===== src/rtl/fp_pkg.sv =====
// Shared types and helpers for the IEEE-754 add/subtract unit.
package fp_pkg;

   localparam int unsigned W          = 32;
   localparam int unsigned BIAS       = 127;
   localparam int unsigned QNAN_MAX_W = 128;

   typedef enum logic [2:0] {
      S_IDLE,
      S_ALIGN,
      S_ADD,
      S_NORM,
      S_ROUND,
      S_DONE
   } fp_state_e;

   typedef enum logic [2:0] {
      C_ZERO,
      C_SUB,
      C_NORM,
      C_INF,
      C_QNAN,
      C_SNAN
   } fp_class_e;

   // Width-independent classification from the exponent/fraction summary bits
   function automatic fp_class_e fp_classify(input logic exp_zero,
                                             input logic exp_ones,
                                             input logic frac_zero,
                                             input logic frac_msb);
      fp_class_e c;
      c = C_NORM;
      if (exp_zero) begin
         c = frac_zero ? C_ZERO : C_SUB;
      end else if (exp_ones) begin
         if (frac_zero) c = C_INF;
         else           c = frac_msb ? C_QNAN : C_SNAN;
      end
      return c;
   endfunction

   // Canonical quiet NaN {0, 1..1, 1, 0..0}, right-aligned in a wide word
   function automatic logic [QNAN_MAX_W-1:0] qnan(input int unsigned exp_w,
                                                  input int unsigned man_w);
      logic [QNAN_MAX_W-1:0] q;
      q = (((QNAN_MAX_W'(1) << exp_w) - QNAN_MAX_W'(1)) << man_w)
          | (QNAN_MAX_W'(1) << (man_w - 1));
      return q;
   endfunction

endpackage


===== src/rtl/fp_lzc.sv =====
// Combinational leading-zero counter; an all-zero input reports WIDTH.
module fp_lzc #(
   parameter  int unsigned WIDTH = 27,
   localparam int unsigned CNT_W = $clog2(WIDTH + 1)
) (
   input  logic [WIDTH-1:0] value,
   output logic [CNT_W-1:0] lz_c
);

   // Scan upward so the highest set bit determines the count
   always_comb begin
      lz_c = CNT_W'(WIDTH);
      for (int i = 0; i < WIDTH; i++) begin
         if (value[i]) lz_c = CNT_W'(WIDTH - 1 - i);
      end
   end

endmodule


===== src/rtl/fp_addsub_pipe.sv =====
// IEEE-754 add/subtract, RNE, fixed 4-cycle latency, one operation in flight.
// Build option FP_DENORM_EN: gradual underflow; otherwise subnormals flush to zero.
module fp_addsub_pipe
   import fp_pkg::*;
#(
   parameter int unsigned EXP_W = 8,
   parameter int unsigned MAN_W = 23
) (
   input  logic                 clk,
   input  logic                 rst,
   input  logic                 in_valid,
   output logic                 in_ready,
   input  logic [EXP_W+MAN_W:0] a,
   input  logic [EXP_W+MAN_W:0] b,
   input  logic                 op,
   output logic                 out_valid,
   input  logic                 out_ready,
   output logic [EXP_W+MAN_W:0] result,
   output logic                 zero,
   output logic                 overflow,
   output logic                 underflow,
   output logic                 inexact,
   output logic                 invalid
);

   localparam int unsigned WORD_W = 1 + EXP_W + MAN_W;
   localparam int unsigned SIG_W  = MAN_W + 4;   // hidden, fraction, G, R, S
   localparam int unsigned IEXP_W = EXP_W + 2;   // headroom for carry and rounding
   localparam int unsigned MNT_W  = MAN_W + 2;
   localparam int unsigned LZ_W   = $clog2(SIG_W + 1);
   localparam int unsigned SH_MAX = MAN_W + 3;

   localparam logic [IEXP_W-1:0] EXP_ONE  = IEXP_W'(1);
   localparam logic [IEXP_W-1:0] EXP_ONES = IEXP_W'({EXP_W{1'b1}});
   localparam logic [IEXP_W-1:0] SH_SAT   = IEXP_W'(SH_MAX);
   localparam logic [WORD_W-1:0] QNAN_W   = WORD_W'(qnan(EXP_W, MAN_W));

   // ---------------------------------------------------------------- control
   fp_state_e state, state_nx;
   logic      in_ready_nx, out_valid_nx;

   always_comb begin
      state_nx     = state;
      in_ready_nx  = 1'b0;
      out_valid_nx = 1'b0;
      case (state)
         S_IDLE:  if (in_valid) state_nx = S_ALIGN;
         S_ALIGN: state_nx = S_ADD;
         S_ADD:   state_nx = S_NORM;
         S_NORM:  state_nx = S_ROUND;
         S_ROUND: state_nx = S_DONE;
         S_DONE:  if (out_ready) state_nx = S_IDLE;
         default: state_nx = S_IDLE;
      endcase
      in_ready_nx  = (state_nx == S_IDLE);
      out_valid_nx = (state_nx == S_DONE);
   end

   always_ff @(posedge clk) begin
      if (rst) begin
         state     <= S_IDLE;
         in_ready  <= 1'b1;
         out_valid <= 1'b0;
      end else begin
         state     <= state_nx;
         in_ready  <= in_ready_nx;
         out_valid <= out_valid_nx;
      end
   end

   // ---------------------------------------------------------------- datapath
   logic [WORD_W-1:0] a_r, b_r;
   logic              op_r;

   logic              sa, sb;
   logic [EXP_W-1:0]  ea, eb;
   logic [MAN_W-1:0]  fa, fb;
   fp_class_e         ca, cb;
   logic [SIG_W-1:0]  siga, sigb, sig_big, sig_small, sig_small_sh;
   logic [IEXP_W-1:0] ea_eff, eb_eff, exp_big, exp_small, exp_diff, shamt;
   logic              a_big, lost;
   logic              spec, spec_inv;
   logic [WORD_W-1:0] spec_res;

   // Unpack, classify, resolve specials and align the smaller operand
   always_comb begin
      sa = a_r[WORD_W-1];
      sb = b_r[WORD_W-1] ^ op_r;
      ea = a_r[WORD_W-2 -: EXP_W];
      eb = b_r[WORD_W-2 -: EXP_W];
      fa = a_r[MAN_W-1:0];
      fb = b_r[MAN_W-1:0];
      ca = fp_classify(ea == '0, ea == '1, fa == '0, fa[MAN_W-1]);
      cb = fp_classify(eb == '0, eb == '1, fb == '0, fb[MAN_W-1]);
`ifdef FP_DENORM_EN
      siga = {ca == C_NORM, fa, 3'b000};
      sigb = {cb == C_NORM, fb, 3'b000};
`else
      siga = (ca == C_SUB) ? '0 : {ca == C_NORM, fa, 3'b000};
      sigb = (cb == C_SUB) ? '0 : {cb == C_NORM, fb, 3'b000};
`endif
      ea_eff = (ea == '0) ? EXP_ONE : IEXP_W'(ea);
      eb_eff = (eb == '0) ? EXP_ONE : IEXP_W'(eb);

      a_big     = {ea_eff, siga} >= {eb_eff, sigb};
      sig_big   = a_big ? siga   : sigb;
      sig_small = a_big ? sigb   : siga;
      exp_big   = a_big ? ea_eff : eb_eff;
      exp_small = a_big ? eb_eff : ea_eff;
      exp_diff  = exp_big - exp_small;
      shamt     = (exp_diff > SH_SAT) ? SH_SAT : exp_diff;

      lost         = |(sig_small & ~({SIG_W{1'b1}} << shamt));
      sig_small_sh = sig_small >> shamt;
      sig_small_sh[0] = sig_small_sh[0] | lost;

      spec     = 1'b0;
      spec_inv = 1'b0;
      spec_res = '0;
      if (ca == C_QNAN || ca == C_SNAN || cb == C_QNAN || cb == C_SNAN) begin
         spec     = 1'b1;
         spec_res = QNAN_W;
         spec_inv = (ca == C_SNAN) || (cb == C_SNAN);
      end else if (ca == C_INF && cb == C_INF && sa != sb) begin
         spec     = 1'b1;
         spec_res = QNAN_W;
         spec_inv = 1'b1;
      end else if (ca == C_INF) begin
         spec     = 1'b1;
         spec_res = {sa, {EXP_W{1'b1}}, {MAN_W{1'b0}}};
      end else if (cb == C_INF) begin
         spec     = 1'b1;
         spec_res = {sb, {EXP_W{1'b1}}, {MAN_W{1'b0}}};
      end
   end

   logic [SIG_W-1:0]  sig_x_r, sig_y_r;
   logic [IEXP_W-1:0] exp_r;
   logic              sign_r, sub_r;
   logic              spec_r, spec_inv_r;
   logic [WORD_W-1:0] spec_res_r;
   logic [SIG_W:0]    sum_r;

   // Normalisation: carry-out shifts right, otherwise left by the clamped lz count
   logic [LZ_W-1:0]   lz;
   logic [IEXP_W-1:0] lz_ext, exp_m1, lsh, nexp;
   logic [SIG_W-1:0]  nsig;

   fp_lzc #(.WIDTH(SIG_W)) u_lzc (
      .value (sum_r[SIG_W-1:0]),
      .lz_c  (lz)
   );

   always_comb begin
      lz_ext = IEXP_W'(lz);
      exp_m1 = exp_r - EXP_ONE;
      lsh    = '0;
      nsig   = '0;
      nexp   = exp_r;
      if (sum_r[SIG_W]) begin
         nsig = {sum_r[SIG_W:2], sum_r[1] | sum_r[0]};
         nexp = exp_r + EXP_ONE;
      end else begin
         lsh  = (lz_ext > exp_m1) ? exp_m1 : lz_ext;
         nsig = sum_r[SIG_W-1:0] << lsh;
         nexp = exp_r - lsh;
      end
   end

   logic [SIG_W-1:0]  nsig_r;
   logic [IEXP_W-1:0] nexp_r;
   logic              nzero_r;

   always_ff @(posedge clk) begin
      if (state == S_IDLE && in_valid) begin
         a_r  <= a;
         b_r  <= b;
         op_r <= op;
      end
      if (state == S_ALIGN) begin
         sig_x_r    <= sig_big;
         sig_y_r    <= sig_small_sh;
         exp_r      <= exp_big;
         sign_r     <= a_big ? sa : sb;
         sub_r      <= sa ^ sb;
         spec_r     <= spec;
         spec_inv_r <= spec_inv;
         spec_res_r <= spec_res;
      end
      if (state == S_ADD) begin
         sum_r <= sub_r ? ({1'b0, sig_x_r} - {1'b0, sig_y_r})
                        : ({1'b0, sig_x_r} + {1'b0, sig_y_r});
      end
      if (state == S_NORM) begin
         nsig_r  <= nsig;
         nexp_r  <= nexp;
         nzero_r <= (sum_r == '0);
      end
   end

   // Round to nearest even and assemble the final word and flags
   logic              g, r, s, rnd_up, tiny, inex;
   logic [MNT_W-1:0]  mant;
   logic [MAN_W:0]    mant_fin;
   logic [IEXP_W-1:0] rexp;
   logic [EXP_W-1:0]  exp_field;
   logic [WORD_W-1:0] res_nx;
   logic              ovf_nx, unf_nx, inex_nx, inv_nx;

   always_comb begin
      g        = nsig_r[2];
      r        = nsig_r[1];
      s        = nsig_r[0];
      inex     = g | r | s;
      rnd_up   = g & (r | s | nsig_r[3]);
      mant     = {1'b0, nsig_r[SIG_W-1:3]} + MNT_W'(rnd_up);
      mant_fin = mant[MAN_W+1] ? mant[MAN_W+1:1] : mant[MAN_W:0];
      rexp     = mant[MAN_W+1] ? (nexp_r + EXP_ONE) : nexp_r;
      exp_field = mant_fin[MAN_W] ? rexp[EXP_W-1:0] : '0;
      tiny     = !nsig_r[SIG_W-1] && !nzero_r;

      res_nx  = '0;
      ovf_nx  = 1'b0;
      unf_nx  = 1'b0;
      inex_nx = 1'b0;
      inv_nx  = 1'b0;
      if (spec_r) begin
         res_nx = spec_res_r;
         inv_nx = spec_inv_r;
      end else if (nzero_r) begin
         res_nx = {sub_r ? 1'b0 : sign_r, {(WORD_W-1){1'b0}}};
      end else if (rexp >= EXP_ONES) begin
         res_nx  = {sign_r, {EXP_W{1'b1}}, {MAN_W{1'b0}}};
         ovf_nx  = 1'b1;
         inex_nx = 1'b1;
      end else if (tiny) begin
`ifdef FP_DENORM_EN
         res_nx  = {sign_r, exp_field, mant_fin[MAN_W-1:0]};
         inex_nx = inex;
         unf_nx  = inex;
`else
         res_nx  = {sign_r, {(WORD_W-1){1'b0}}};
         inex_nx = 1'b1;
         unf_nx  = 1'b1;
`endif
      end else begin
         res_nx  = {sign_r, exp_field, mant_fin[MAN_W-1:0]};
         inex_nx = inex;
      end
   end

   always_ff @(posedge clk) begin
      if (rst) begin
         result    <= '0;
         zero      <= 1'b0;
         overflow  <= 1'b0;
         underflow <= 1'b0;
         inexact   <= 1'b0;
         invalid   <= 1'b0;
      end else if (state == S_ROUND) begin
         result    <= res_nx;
         zero      <= (res_nx[WORD_W-2:0] == '0);
         overflow  <= ovf_nx;
         underflow <= unf_nx;
         inexact   <= inex_nx;
         invalid   <= inv_nx;
      end
   end

endmodule


===== config.mk =====
export PLATFORM = sky130hd
export DESIGN_NAME = fp_addsub_pipe
export DESIGN_NICKNAME = d
export VERILOG_FILES = /design/src/rtl/fp_pkg.sv /design/src/rtl/fp_lzc.sv /design/src/rtl/fp_addsub_pipe.sv
export SDC_FILE = /design/constraint.sdc
export NUM_CORES = 1
export LEC_CHECK = 0
export CAP_MARGIN = 20
export CORE_ASPECT_RATIO = 0.6
export CORE_UTILIZATION = 55
export CTS_BUF_LIST = sky130_fd_sc_hd__clkbuf_8 sky130_fd_sc_hd__clkbuf_16
export DETAILED_ROUTE_END_ITERATION = 8
export HOLD_SLACK_MARGIN = 0.12
export PLACE_DENSITY = 0.87
export REMOVE_ABC_BUFFERS = 1
export SYNTH_ARGS = -nofsm -noshare
export SYNTH_HDL_FRONTEND = slang
export SYNTH_SLANG_ARGS = --single-unit

===== constraint.sdc =====
create_clock -name clk -period 7.98 [get_ports clk]
set_clock_uncertainty 0.05 [all_clocks]
set_input_delay 1.197 -clock clk [delete_from_list [all_inputs] [get_ports clk]]
set_output_delay 1.197 -clock clk [all_outputs]
set_load 0.02 [all_outputs]

==> results of run 1 <==
-- where the power goes --
part / switching (uW) / internal (uW)
clock network: 529 / 733
logic: 953 / 555
registers: 91.5 / 1490
total: 1570 / 2780
-- area by class of cell --
| class | count | share of cell area, % |
|---|---|---|
| Tap cell | 408 | 2.64 |
| Timing Repair Buffer | 172 | 8.10 |
| Multi-Input combinational cell | 1470 | 48.8 |
| Inverter | 60 | 1.17 |
| Clock inverter | 18 | 1.18 |
| Sequential cell | 238 | 34.8 |
| Clock buffer | 25 | 3.24 |
-- cell families after synthesis --
logic type	Yosys count	synth area share, %
adder cells (fa/ha/maj)	73	5.50
buffers and inverters	158	3.84
multiplexers	115	6.99
XOR/XNOR	95	5.01
AND/OR/NAND/NOR	728	20.4
flip-flops	238	40.1
AO/OA/AOI/OAI	459	18.1
-- layer usage --
| metal | share of wire, % | track usage, % | vias to the layer above |
|---|---|---|---|
| met3 | 14 | 12.5 | 58 |
| met4 | 1.5 | 5.59 | 2 |
| met1 | 46 | 53.2 | 7278 |
| met5 | 0.19 | 2.42 | - |
| met2 | 38 | 44.6 | 943 |
| li1 | - | - | 7073 |
-- worst max-delay path: cells and delay by family, from the launching register on --
kind                     cells  cell delay [ns]
adder cells (fa/ha/maj)      2             0.59
AND/OR/NAND/NOR             12             2.72
XOR/XNOR                     1             0.27
flip-flops                   1             0.45
buffers and inverters        4             0.78
AO/OA/AOI/OAI                9             2.30
-- stage by stage --
| step | std cells | power (uW) | instance area [um2] | worst slack, ns |
|---|---|---|---|---|
| global route | 2391 | 4520 | 19300 | 0.247 |
| detailed placement | 2346 | 3030 | 18400 | 0.975 |
| CTS | 2389 | 4300 | 19300 | 0.946 |
| global placement | 2345 | 3010 | 18400 | 1.10 |
| finish | 2391 | 4350 | 19300 | 0.568 |
| floorplan | 1768 | 2540 | 16300 | -0.956 |
-- final timing paths --
check                           slack (ns)  cells past startpoint          to        from
worst max-delay path                  0.57                     28  sig_y_r[3]     b_r[17]
worst min-delay path                  0.40                      2  result[14]  result[14]
worst max register to register        0.57                     28  sig_y_r[3]     b_r[17]
worst min register to register        0.40                      2  result[14]  result[14]
-- registers in the layout (all words and copies together) (netlist names), 3 cells and up --
register	flops
a_r	32
b_r	32
exp_r	8
nexp_r	10
nsig_r	27
result	32
sig_x_r	24
sig_y_r	27
spec_res_r	3
state	3
sum_r	28
-- cell usage in the layout (no fill, tap or decap), drive strengths merged, types with 8 or more instances in the layout --
cell,instances
a211oi,17
a21boi,9
a21o,17
a21oi,104
a221oi,9
a22o,8
a22oi,17
a31oi,16
a32oi,8
and2,32
and3,19
buf,63
clkbuf,26
clkdlybuf4s50,107
clkinv,9
dfxtp,42
edfxtp,196
ha,72
inv,63
mux2,13
mux2i,102
nand2,239
nand2b,26
nand3,62
nand4,22
nor2,190
nor2b,8
nor3,61
nor4,32
o211ai,12
o21a,16
o21ai,138
o221ai,11
o22ai,12
o31ai,12
or3,11
xnor2,69
xor2,26
==> impl_summary.txt, run 1 <==
----------------------------------------------------
[Run status]
  Status ... finished clean

[STA]
  Setup TNS after final layout ... 0 ns
  Slew Viols, Final ... 0
  Worst rel slew slack ... 30.4%
  Fin Hold WS ... between 0.4 and 0.5 ns
  RSZ-0062 raised after global routing ... false
  F_max ... ~130 MHz
  Share of the cycle needed by the critical path after routing ... just over 90%
  Period minus WS final ... approximately 7.4 ns
  Final hold vios ... 0
  Slew @ Worst Pin ... 1.03 ns
  Final setup violation count ... 0

[Pwr]
  Peak supply drop ... roughly 0.16 mV
  Pwr dens ... approximately 230 mW/mm2
  Leakage power ... about 0.0074 uW

[Clock network]
  Inserted Clock Buffers ... 24
  Number of instances resized during post-cts repair ... 0
  Clock transition at path regs ... 0.07 ns
  Hold-fix buffers, CTS ... 0
  TritonCTS clock tree ... done
  Number of post-CTS setup repair buffers ... 0
  Cell at the root of the clock tree ... sky130_fd_sc_hd__clkbuf_16
  Clock H-tree levels ... 1
  Clk_lat worst skew ... 0.57 ns
  Clock sink count ... around 240
  Clock tree buffer depth ... 3

[Finish]
  Filler Cells Inserted ... roughly 2400
  Fraction of layout cells with a size suffix above 1 ... between 7 and 8%
  Core utilization of the finished layout ... around 64%
  Area overhead of the layout relative to synthesis ... 15.2%
  Register area ... 0.00673 mm2
  Diodes inserted ... 0
  Final-stage net count ... 2108
  Total area of multi-input combinational cells ... 0.00942 mm2

[Setup path]
  Largest stage delay on the critical path ... a little over 0.7 ns
  Arrival time reported for the critical path endpoint ... ~7.7 ns
  Cell seen most often among critical-path stages ... sky130_fd_sc_hd__buf_4
  Data required time of the worst path ... 8.24 ns
  Crit path max fanout ... 14
  Endpoint type of the worst setup path ... flop
  Crit start category ... flop
  Crit path max-delay cell type ... sky130_fd_sc_hd__nor4_1
  WS Path Type ... reg2reg

[GRT]
  Maximum number of pins on one net before global-route repair ... 67
  Number of antenna violations at the first check in global routing ... 1
  Vias in the first global route ... 13900
  Global routing usage summed across all routing layers ... between 30 and 40%
  Overflow left after global routing ... 0
  Wire length of the first global-routing pass ... between 80 and 90 mm

[Route]
  Mean routed wirelength per cell ... roughly 22 um
  Via count of the routed design ... 15400
  First-pass DRT Iterations ... 5
  Residual DRC count ... 0
  Detailed-route vias per instance ... 6.42
  Post-route antenna net violation count ... 0
  Detailed Route WL ... 53.7 mm
  Initial detailed-routing violation count ... 2124

[Floorplan]
  Die W ... 227 um
  Starting utilization of the core area ... 55.9%
  Height of the die ... 137 um
  Boundary Pins ... between 100 and 150
  Number of standard-cell rows in the floorplan ... 49
  Die outline area ... slightly above 0.03 mm2
  Area of the core ... between 0.02 and 0.03 mm2

[Synthesis]
  Post-synthesis cell type with the largest combined area ... sky130_fd_sc_hd__edfxtp_1
  Post-Syn Area ... roughly 0.017 mm2
  Number of cells produced by synthesis ... ~1900
  Most used standard cell by instance count after synthesis ... sky130_fd_sc_hd__nand2_1
  Top flip-flop cell by instance count after synthesis ... sky130_fd_sc_hd__edfxtp_1
  Top cell type's share of synthesized area ... 35.1%
  Number of enable flip-flop cells after synthesis ... slightly below 200
  Count of unique library cells instantiated by Yosys ... 93
  Register bit total from synthesis ... ~240
  Synthesized area divided by synthesized cell count ... 8.98 um2
  Leading post-synthesis cells by cell area ... sky130_fd_sc_hd__edfxtp_1 35%, sky130_fd_sc_hd__mux2i_1 6.1%, sky130_fd_sc_hd__ha_1 5.4%
  Sequential-to-total area share from yosys stat ... roughly two fifths
  Most frequent cells after synthesis ... 239 x sky130_fd_sc_hd__nand2_1, 196 x sky130_fd_sc_hd__edfxtp_1, 186 x sky130_fd_sc_hd__nor2_1, 120 x sky130_fd_sc_hd__o21ai_0, 103 x sky130_fd_sc_hd__a21oi_1
  Share of flip-flops with an asynchronous set or reset after synthesis ... 0%
  Yosys warning count ... 0

[Hold path]
  Classification of the worst-slack hold path ... reg2reg

[Place]
  Port Buf Inserts ... between 100 and 150
  HPWL after detailed placement ... a little over 40 mm
  Global placement routability congestion ... 1.02

[Flow run]
  Total of max-cap violations ... 0

----------------------------------------------------
Power figures use the tool's default switching activity.
==> run 2: changes to the inputs <==
--- a/config.mk
+++ b/config.mk
@@ -15,4 +15,5 @@
 export REMOVE_ABC_BUFFERS = 1
 export SYNTH_ARGS = -nofsm -noshare
 export SYNTH_HDL_FRONTEND = slang
+export SYNTH_HIERARCHICAL = 1
 export SYNTH_SLANG_ARGS = --single-unit
==> impl_summary.txt, run 2 <==
----------------------------------------------------
[Finish]
  Filler Cells Inserted ... 2417 (was 2428)
  Most used cells in the layout excluding fill and tap cells ... 213 x sky130_fd_sc_hd__nand2_1, 196 x sky130_fd_sc_hd__edfxtp_1, 187 x sky130_fd_sc_hd__nor2_1, 120 x sky130_fd_sc_hd__o21ai_0 (was 239 x sky130_fd_sc_hd__nand2_1, 196 x sky130_fd_sc_hd__edfxtp_1, 186 x sky130_fd_sc_hd__nor2_1, 120 x sky130_fd_sc_hd__o21ai_0, 107 x sky130_fd_sc_hd__clkdlybuf4s50_1)
  Non-Filler Instances ... 2431 (was 2391)
  Regs by FF count ... a_r: 32 flops, b_r: 32 flops, result: 32 flops (unchanged)
  Core utilization of the finished layout ... 65.5% (was 64.4%)
  Leading cell type in the layout, fill and taps excluded ... sky130_fd_sc_hd__nand2_1 (unchanged)
  Register area ... 0.00673 mm2 (unchanged)
  Final-stage net count ... 2146 (was 2108)
  Area overhead of the layout relative to synthesis ... 16.9% (was 15.2%)
  Diodes inserted ... 0 (unchanged)
  Fraction of layout cells with a size suffix above 1 ... 9.69% (was 7.41%)
  Total area of multi-input combinational cells ... 0.00940 mm2 (was 0.00942 mm2)

[Synthesis]
  Sequential-to-total area share from yosys stat ... 40.0% (was 40.1%)
  Post-Syn Area ... 0.0168 mm2 (about the same)
  Top flip-flop cell by instance count after synthesis ... sky130_fd_sc_hd__edfxtp_1 (unchanged)
  Most used standard cell by instance count after synthesis ... sky130_fd_sc_hd__nand2_1 (unchanged)
  Number of cells produced by synthesis ... 1882 (was 1866)
  Share of flip-flops with an asynchronous set or reset after synthesis ... 0% (unchanged)
  Synthesized area divided by synthesized cell count ... 8.93 um2 (was 8.98 um2)
  Most frequent cells after synthesis ... 213 x sky130_fd_sc_hd__nand2_1, 196 x sky130_fd_sc_hd__edfxtp_1, 187 x sky130_fd_sc_hd__nor2_1, 121 x sky130_fd_sc_hd__o21ai_0, 108 x sky130_fd_sc_hd__a21oi_1 (was 239 x sky130_fd_sc_hd__nand2_1, 196 x sky130_fd_sc_hd__edfxtp_1, 186 x sky130_fd_sc_hd__nor2_1, 120 x sky130_fd_sc_hd__o21ai_0, 103 x sky130_fd_sc_hd__a21oi_1)
  Count of unique library cells instantiated by Yosys ... 88 (was 93)
  Yosys warning count ... 6 (was 0)
  Post-synthesis cell type with the largest combined area ... sky130_fd_sc_hd__edfxtp_1 (unchanged)
  Leading post-synthesis cells by cell area ... sky130_fd_sc_hd__edfxtp_1 35%, sky130_fd_sc_hd__ha_1 5.4%, sky130_fd_sc_hd__mux2i_1 5.2% (was sky130_fd_sc_hd__edfxtp_1 35%, sky130_fd_sc_hd__mux2i_1 6.1%, sky130_fd_sc_hd__ha_1 5.4%)
  Register bit total from synthesis ... 238 (unchanged)
  Number of enable flip-flop cells after synthesis ... 196 (unchanged)
  Top cell type's share of synthesized area ... 35.0% (was 35.1%)

[Setup path]
  Crit start category ... flop (unchanged)
  Crit path max-delay cell type ... sky130_fd_sc_hd__nor4_1 (unchanged)
  Crit path from ... b_r[4] (was b_r[17])
  Worst setup path endpoint ... sig_y_r[2] (was sig_y_r[3])
  Arrival time reported for the critical path endpoint ... 7.76 ns (was 7.67 ns)
  Length in cells of the worst reg-to-reg path ... 29 (was 28)
  Endpoint type of the worst setup path ... flop (unchanged)
  Crit path max fanout ... 32 (was 14)
  WS Path Type ... reg2reg (unchanged)
  Flop2flop setup slack ... 0.54 ns (was 0.57 ns)
  Largest stage delay on the critical path ... 0.89 ns (was 0.71 ns)
  Beginning of the worst register-to-register path ... b_r[4] (was b_r[17])
  Cell seen most often among critical-path stages ... sky130_fd_sc_hd__buf_4 (unchanged)
  Data required time of the worst path ... 8.30 ns (was 8.24 ns)
  Worst r2r dst ... sig_y_r[2] (was sig_y_r[3])

[Place]
  HPWL after detailed placement ... 41.5 mm (was 41.3 mm)
  Port Buf Inserts ... 107 (unchanged)
  Placed instance count ... 2383 (was 2346)
  Global placement routability congestion ... 1.02 (about the same)
  Worst-case setup slack after placement ... 0.523 ns (was 0.975 ns)

[STA]
  Share of the cycle needed by the critical path after routing ... 93.3% (was 92.9%)
  Final worst setup slack ... 0.538 ns (was 0.568 ns)
  Final hold vios ... 0 (unchanged)
  Slew Viols, Final ... 0 (unchanged)
  Slew @ Worst Pin ... 1.11 ns (was 1.03 ns)
  Worst rel slew slack ... 25.7% (was 30.4%)
  Final setup violation count ... 0 (unchanged)
  F_max ... 134 MHz (was 135 MHz)
  Period minus WS final ... 7.44 ns (was 7.41 ns)
  RSZ-0062 raised after global routing ... false (unchanged)
  Fin Hold WS ... 0.406 ns (was 0.405 ns)

[Floorplan]
  Height of the die ... 137 um (about the same)
  Boundary Pins ... 108 (unchanged)
  Area of the core ... 0.0300 mm2 (unchanged)
  Number of standard-cell rows in the floorplan ... 49 (unchanged)
  Die W ... 228 um (was 227 um)
  Die outline area ... 0.0313 mm2 (was 0.0312 mm2)
  Starting utilization of the core area ... 56.1% (was 55.9%)

[Route]
  First-pass DRT Iterations ... 8 (was 5)
  Residual DRC count ... 0 (unchanged)
  Initial detailed-routing violation count ... 2313 (was 2124)
  Mean routed wirelength per cell ... 22.2 um (was 22.4 um)
  Detailed-route vias per instance ... 6.46 (was 6.42)
  Detailed Route WL ... 54.0 mm (was 53.7 mm)
  Post-route antenna net violation count ... 0 (unchanged)
  Via count of the routed design ... 15700 (was 15400)

[GRT]
  Wire length of the first global-routing pass ... 81.3 mm (was 81.1 mm)
  Number of antenna violations at the first check in global routing ... 1 (unchanged)
  Vias in the first global route ... 14100 (was 13900)
  Global routing usage summed across all routing layers ... 34.3% (about the same)
  Overflow left after global routing ... 0 (unchanged)
  Maximum number of pins on one net before global-route repair ... 99 (was 67)

[Clock network]
  Inserted Clock Buffers ... 25 (was 24)
  Clk_lat worst skew ... 0.55 ns (was 0.57 ns)
  Number of post-CTS setup repair buffers ... 0 (unchanged)
  Clock sink count ... 238 (unchanged)
  Clock H-tree levels ... 1 (unchanged)
  Clock tree buffer depth ... 3 (unchanged)
  Cell at the root of the clock tree ... sky130_fd_sc_hd__clkbuf_16 (unchanged)
  Clock transition at path regs ... 0.07 ns (about the same)
  TritonCTS clock tree ... done (unchanged)

[Pwr]
  Tot Pwr ... 4270 uW (was 4350 uW)
  Leakage power ... 0.00748 uW (was 0.00741 uW)
  Pwr dens ... 217 mW/mm2 (was 225 mW/mm2)
  Peak supply drop ... 0.161 mV (about the same)

[Run status]
  Status ... finished clean (unchanged)

[Flow run]
  Total of max-cap violations ... 0 (unchanged)

[Hold path]
  Classification of the worst-slack hold path ... reg2reg (unchanged)
  Start point of the worst min-delay path ... result[14] (unchanged)

----------------------------------------------------
-- run 2: what timing repair did --
item                                    CTS  global route
resized for setup                         0             3
endpoints found under the setup margin    0             6
hold buffers                              0             0
-- run 2: final cells by class --
class / instances / area share (%)
clock inverter: 18 / 1.04
sequential: 238 / 34.2
tap: 408 / 2.60
inverter: 76 / 1.45
clock buffer: 28 / 3.40
multi-input combinational: 1461 / 47.9
timing repair buffer: 202 / 9.39
-- run 2: stage by stage --
| stage | area [um2] | setup TNS (ns) |
|---|---|---|
| 2_1_floorplan | 16300 | -68.06 |
| 3_3_place_gp | 18700 | 0 |
| 3_5_place_dp | 18700 | 0 |
| 4_1_cts | 19600 | 0 |
| 5_1_grt | 19600 | 0 |
| 6_report | 19600 | 0 |
-- run 2: cells by family (layout without fill, tap and decap cells) --
family	Yosys count	after routing	share of synthesized area [%]
adder cells (fa/ha/maj)	73	73	5.48
AO/OA/AOI/OAI	480	480	18.6
flip-flops	238	238	40.0
buffers and inverters	183	324	4.50
multiplexers	109	109	6.88
AND/OR/NAND/NOR	708	708	19.8
XOR/XNOR	91	91	4.74
-- run 2: worst min path at each step --
stage                       endpoint  slack [ns]  cells past startpoint
final                     result[14]        0.41                      2
after global routing      result[20]        0.44                      2
after CTS                 result[14]        0.41                      2
after detailed placement  result[14]        0.40                      2
after global placement       invalid        0.39                      2
after floorplan              invalid        0.47                      2
-- run 2: where the power goes --
| part | switching, uW | total, uW | leakage [uW] | internal (uW) |
|---|---|---|---|---|
| Clock | 521 | 1260 | 0.000441 | 734 |
| Sequential | 96.9 | 1570 | 0.00218 | 1480 |
| Combinational | 887 | 1440 | 0.00486 | 557 |
-- run 2: per-layer routing --
layer | GRT usage [%] | wire length, um | vias to the layer above
li1 | - | - | 7236
met1 | 54.3 | 25200 | 7448
met3 | 10.2 | 7230 | 69
met4 | 6.23 | 831 | 2
met5 | 1.61 | 59 | -
met2 | 44.8 | 20700 | 940
-- run 2: critical path, delay by kind of cell, from the launching register on --
| kind | cells | cell delay (ns) |
|---|---|---|
| simple gates | 10 | 2.95 |
| mux | 1 | 0.41 |
| flops | 1 | 0.44 |
| compound gates | 9 | 1.62 |
| fa+ha+maj | 2 | 0.53 |
| buf+inv | 7 | 1.28 |
